<file path="src/rtl/fifo_write_logic.sv">
// Write-domain controller of the router's async FIFO: write strobe/address, Gray write pointer,
// and full/almost-full/level/overflow flags derived from the synchronized Gray read pointer.
module fifo_write_logic #(
  parameter int PTR_SZ    = 2,
  parameter int AFULL_THR = 3
) (
  input  logic              clk,
  input  logic              rst,
  input  logic              winc,
  input  logic [PTR_SZ:0]   wq2_raddr,
  output logic              write_en,
  output logic [PTR_SZ-1:0] waddr,
  output logic [PTR_SZ:0]   waddr_gray,
  output logic              wfull,
  output logic              walmost_full,
  output logic [PTR_SZ:0]   wlevel,
  output logic              wovf
);

  localparam logic [PTR_SZ:0] AFULL_LIM = AFULL_THR[PTR_SZ:0];

  typedef enum logic [1:0] {
    W_IDLE,
    W_ACTIVE,
    W_FULL
  } state_t;

  state_t          state, next_state;
  logic [PTR_SZ:0] wbin, wbin_next, gray_next, rbin, level_next;
  logic            full_next;

  function automatic logic [PTR_SZ:0] gray2bin(input logic [PTR_SZ:0] g);
    logic [PTR_SZ:0] b;
    b[PTR_SZ] = g[PTR_SZ];
    for (int i = PTR_SZ - 1; i >= 0; i--) b[i] = b[i+1] ^ g[i];
    return b;
  endfunction

  // Full is held in the FSM state, so wfull is a registered flag with no extra flop.
  assign wfull    = (state == W_FULL);
  assign write_en = winc & ~wfull & rst;
  assign waddr    = wbin[PTR_SZ-1:0];

  always_comb begin
    wbin_next  = wbin + {{PTR_SZ{1'b0}}, write_en};
    gray_next  = wbin_next ^ (wbin_next >> 1);
    rbin       = gray2bin(wq2_raddr);
    level_next = wbin_next - rbin;
    full_next  = (gray_next == {~wq2_raddr[PTR_SZ:PTR_SZ-1], wq2_raddr[PTR_SZ-2:0]});
  end

  always_comb begin
    next_state = state;
    case (state)
      W_IDLE: begin
        if (full_next)     next_state = W_FULL;
        else if (write_en) next_state = W_ACTIVE;
      end
      W_ACTIVE: begin
        if (full_next)     next_state = W_FULL;
        else if (!winc)    next_state = W_IDLE;
      end
      W_FULL: begin
        if (!full_next)    next_state = W_IDLE;
      end
      default:             next_state = W_IDLE;
    endcase
  end

  always_ff @(posedge clk or negedge rst) begin
    if (!rst) begin
      state        <= W_IDLE;
      wbin         <= '0;
      waddr_gray   <= '0;
      walmost_full <= 1'b0;
      wlevel       <= '0;
      wovf         <= 1'b0;
    end else begin
      state        <= next_state;
      wbin         <= wbin_next;
      waddr_gray   <= gray_next;
      walmost_full <= (level_next >= AFULL_LIM);
      wlevel       <= level_next;
      wovf         <= wovf | (winc & wfull);
    end
  end

endmodule

</file>
<file path="config.mk">
export PLATFORM = sky130hd
export DESIGN_NAME = fifo_write_logic
export DESIGN_NICKNAME = d
export VERILOG_FILES = /design/src/rtl/fifo_write_logic.sv
export SDC_FILE = /design/constraint.sdc
export NUM_CORES = 1
export LEC_CHECK = 0
export ABC_AREA = 1
export CORE_UTILIZATION = 43
export CTS_CLUSTER_DIAMETER = 80
export DETAILED_ROUTE_END_ITERATION = 8
export PLACE_DENSITY = 0.79
export SLEW_MARGIN = 10
export SYNTH_ARGS = -nofsm -noshare
export SYNTH_HDL_FRONTEND = slang
export SYNTH_SLANG_ARGS = --single-unit
</file>
<file path="constraint.sdc">
create_clock -name clk -period 2.9 [get_ports clk]
set_clock_uncertainty 0.2 [all_clocks]
set_input_delay 0.725 -clock clk [delete_from_list [all_inputs] [get_ports clk]]
set_output_delay 0.725 -clock clk [all_outputs]
set_load 0.1 [all_outputs]
</file>
After elaboration in Yosys (flattened, before gate mapping)
Cells that the tools add are included.
Widths: inputs -> output; s select.
Storage, ports and cells
  register bits: 13
  input bits: 6
  output and inout port bits: 12
Operators by class
  add/sub/neg operators: 2
  order comparisons: 1
  eq/ne operators: 6
  muxes and demuxes: 6
  bitwise gates (word level): 9
  reductions and logical operators: 2
Operator list (number)
  $mux 2: 5
  $ne 3x3->1 const B: 2
  $pmux 2 s3: 1
  $add 3x1->3: 1
  $and 1x1->1: 3
  $eq 3x3->1: 1
  $ge 3x2->1 const B: 1
  $reduce_and 3->1: 1
  $sub 3x3->3: 1
  $xor 3x2->3: 1
  $eq 2x1->1 const B: 1
  $eq 2x2->1 const B: 1
  $logic_not 2->1: 1
  $ne 2x2->1 const B: 1
  $not 2->2: 1
  $xor 1x1->1: 2
  $not 1->1: 1
  $or 1x1->1: 1

Depth between registers and ports, before layout
  depth in word-level cells: 9
  depth in mapped cells: 14
  gate-level depth less buffers: 14

Worst setup path after synthesis
Ideal clock, no wire load.
  kind: register -> register
  start: register state[1]
  end: register walmost_full
  data arrival time: 4.289 ns
  data required time: 2.573 ns
  slack: -1.716 ns
  cell stages (with the launch flop): 10
  period minus slack after synthesis: 4.616 ns
  cells stage by stage: dfrtp_1 -> inv_1 -> nor2_1 -> nor2_1 -> ha_1 -> ha_1 -> inv_2 -> fa_1 -> xor2_1 -> o21ai_1
On the way
  longest elaborated chain between the ends: 7
RTL lines
  from (decl): RTL line 28  | state_t state, next_state;
  from (signal assigned): RTL line 79  | state <= next_state;
  $eq 2x2->1: RTL line 40  | assign wfull = (state == W_FULL);
  net wfull: RTL line 14  | output logic wfull,
  $not 1->1: RTL line 41  | assign write_en = winc & ~wfull & rst;
  $and 1x1->1 (2 in a row): RTL line 41
  net write_en: RTL line 11  | output logic write_en,
  $add 3x1->3: RTL line 45  | wbin_next = wbin + {{PTR_SZ{1'b0}}, write_en};
  net wbin_next[1]: RTL line 29  | logic [PTR_SZ:0] wbin, wbin_next, gray_next, rbin, level_next;
  $sub 3x3->3: RTL line 48  | level_next = wbin_next - rbin;
  $ge 3x2->1: RTL line 82  | walmost_full <= (level_next >= AFULL_LIM);
  to (signal assigned): RTL line 82
  to (decl): RTL line 15  | output logic walmost_full,
The timed path passes the listed nets, and every way through them passes these cells.
A chain may end at the register's enable or synchronous reset.

Final worst setup path
  start: input wq2_raddr[1]
  end: register walmost_full
On the way
  longest elaborated chain between the ends: 4
RTL lines
  from (decl): RTL line 10  | input logic [PTR_SZ:0] wq2_raddr,
  $xor 1x1->1 (*): RTL line 35  | for (int i = PTR_SZ - 1; i >= 0; i--) b[i] = b[i+1] ^ g[i];
  $xor 1x1->1: RTL line 35
  $sub 3x3->3 (*): RTL line 48
  $ge 3x2->1 (*): RTL line 82
Mark *: on every way between the ends. The rest lies on a longest branch, timed or not.

==> run summary <==
DRC: 0
Post-DP HPWL: 972 um
Area of the multi-input gates: 269 um^2
Total area of sequential cells: 300 um^2
Num CTS Buffers: 3
Area delta synth->final: 49.1%
Reg clk slew, reported paths: 70 ps
Final setup fails: 0
Root Driver: clkbuf_4
Post-CTS Setup Inserts: 0
Main combinational cell family by area after synthesis: simple AND/OR/NAND/NOR gates
Wire per inst: 11.2 um
Top post-synthesis cells by count: nand2_1, dfrtp_1, inv_1
FILL cells: 79
Vias in the first global route: 471
Synth area leader: dfrtp_1
First-pass GRT wire length: 1930 um
Crit end category: flip-flop
Placed cell count: 102
Synth Area in Adders: 9.79%
Final hold vios: 0
Via count: 497
Resized cells post-CTS: 0
Initial antenna violation count: 0
Unrepaired setup endpoints after global routing: false
DRT iter0 DRCs: 16
Starting density of the core: 49.6%
Largest net degree at the start of global routing: 13
Primary FF master, synth: dfrtp_1
Die area: 0.00152 mm^2
Net count after synthesis: 74
Ant. Diodes: 0
Die extent in x: 39.0 um
Actual slew at the worst max-slew pin: 279 ps
Final Cycle Share: 90.8%
Outcome: finished, final reports clean
Ratio of cells with drive above 1 in the final layout: 37.0%
Worst-path fanout max: 3
Mux cell area share after synthesis: 0%
H-tree depth: 1
Avg Cell Area, Syn: 9.19 um^2
First-pass DRT Iterations: 4
PortBufs: 17
Synth Warn #: 0
Xor-xnor portion of the synthesized cell area: 4.47%
Worst EP required: 2860 ps
Crit path from: wq2_raddr[1]
WL final: 1190 um
Simple-Gate Fraction of Synth Area: 22.8%
Top cells by area, synth: dfrtp_1, nand2_1, inv_1
TritonCTS clock tree: built
Post-synth top area share: 51.1%
Final min period: 2630 ps
Number of synthesized flops with an enable pin: 0
WS Path Type: in2reg
Max Freq: 380 MHz
CP max stage delay: 520 ps
Clk buf depth: 2
Fraction of the yosys area taken by sequential cells: 51.1%
Post-DRT Antenna Nets: 0
Post-Synthesis Cells: 64
Count leader, synth: nand2_1
Vias per cell: 4.69
Post-Layout Cell Count: 106
Num Clock Sinks: 12
Slowest CP cell: clkdlybuf4s50_1
Slew Limit Fails: 0
Synth cell types: 16
CP top delay family: XOR/XNOR gates
Worst reg2reg startpoint: state[1]
Total track usage: 19.7%
#FFs+latches synth: 12
GRT overflow: 0
Final net count: 103
Min-delay worst type: reg2reg
Crit start category: primary input
Max-cap violations: 0
CORE AREA: 0.00119 mm^2
Final RePlAce weighted congestion: 0.733
Clock Latency Late Sink: 270 ps
# rows: 12
WP buf/inv: 2
Max_slew headroom: 81.6%
Crit path DAT: 2590 ps
Most frequent CP cell: xor2_1
Asr flop ratio synth: 100%
Die Ht: 39.0 um
Compound-Gate Fraction of Synth Area: 3.62%
Crit-path cells: clkdlybuf4s50_1, xor2_1, xor2_1, inv_1, ha_1, fa_1, xor2_1, o21ai_1
Hold Crit Start: wovf
Cell area after synthesis: 588 um^2
Ports: 18
Cts hold-fix bufs: 0
-- registers in the layout, indices dropped and copies added (netlist names) --
| register | cells |
|---|---|
| state | 2 |
| waddr_gray | 3 |
| walmost_full | 1 |
| wbin | 2 |
| wlevel | 3 |
| wovf | 1 |
-- worst reg2reg max path, stage by stage (launching register included) --
cell and delay, ps:
dfrtp_1 380, inv_1 100, nor2_4 160, nor2_4 60, ha_2 320, inv_1 60, ha_1 200, fa_1 370
xor2_1 190, o21ai_1 90
-- cells by family after synthesis --
family          Yosys count
simple gates             29
buf+inv                  13
flops                    12
fa+ha+maj                 4
compound gates            3
xor+xnor                  3
-- metal layers --
metal	up-vias	share of wire (%)	GRT usage [%]	wire length (um)
met3	2	4.7	5.20	56
met1	225	44	24.9	517
met2	21	51	32.9	606
met4	0	0.59	5.17	7
li1	249	-	-	-
met5	-	0	0	0
-- worst paths after layout --
kind | end | slack [ps] | cells after the start
setup / recovery | walmost_full | 270 | 8
hold / removal | wovf | 270 | 1
setup reg to reg | walmost_full | 650 | 9
hold reg to reg | wovf | 270 | 1
max in group asynchronous | waddr_gray[0] | 1770 | 2
min in group asynchronous | state[0] | 590 | 2
-- layout by cell type (no fill, tap or decap) --
cell type / Yosys / layout
clkdlybuf4s50_1: 0 / 5
ha_1: 3 / 1
buf_12: 0 / 1
inv_2: 1 / 1
clkbuf_4: 0 / 3
nand3b_1: 1 / 1
clkbuf_8: 0 / 1
buf_4: 0 / 18
inv_1: 12 / 12
fa_1: 1 / 1
nand4_1: 1 / 1
ha_4: 0 / 1
nand2_2: 4 / 4
nor2_1: 3 / 1
a21oi_2: 1 / 1
ha_2: 0 / 1
nor2_2: 1 / 1
a21o_1: 1 / 1
dfrtp_1: 12 / 12
nor2_4: 0 / 2
nand3_1: 5 / 5
o21ai_1: 1 / 1
xor2_1: 3 / 3
nand2_1: 14 / 14
-- area by class of cell --
type	instances	area share (%)
sequential	12	34.2
multi-input combinational	39	30.7
timing repair buffer	24	23.4
inverter	13	5.56
clock buffer	4	4.14
tap	14	2.00
-- per-stage QoR --
step,hold slack (ps),area [um^2],worst slack (ps),setup TNS (ps),util (%)
global placement,244,841,69.1,0,70.9
finish,268,877,267,0,73.9
detailed placement,255,841,-36.3,-36.3,70.9
global route,297,877,157,0,73.9
CTS,272,877,244,0,73.9
floorplan,229,618,10.3,0,-
Power is left out: the tool's default activity adds up to more than one toggle a clock period on the data nets, which glitch-free logic cannot reach.
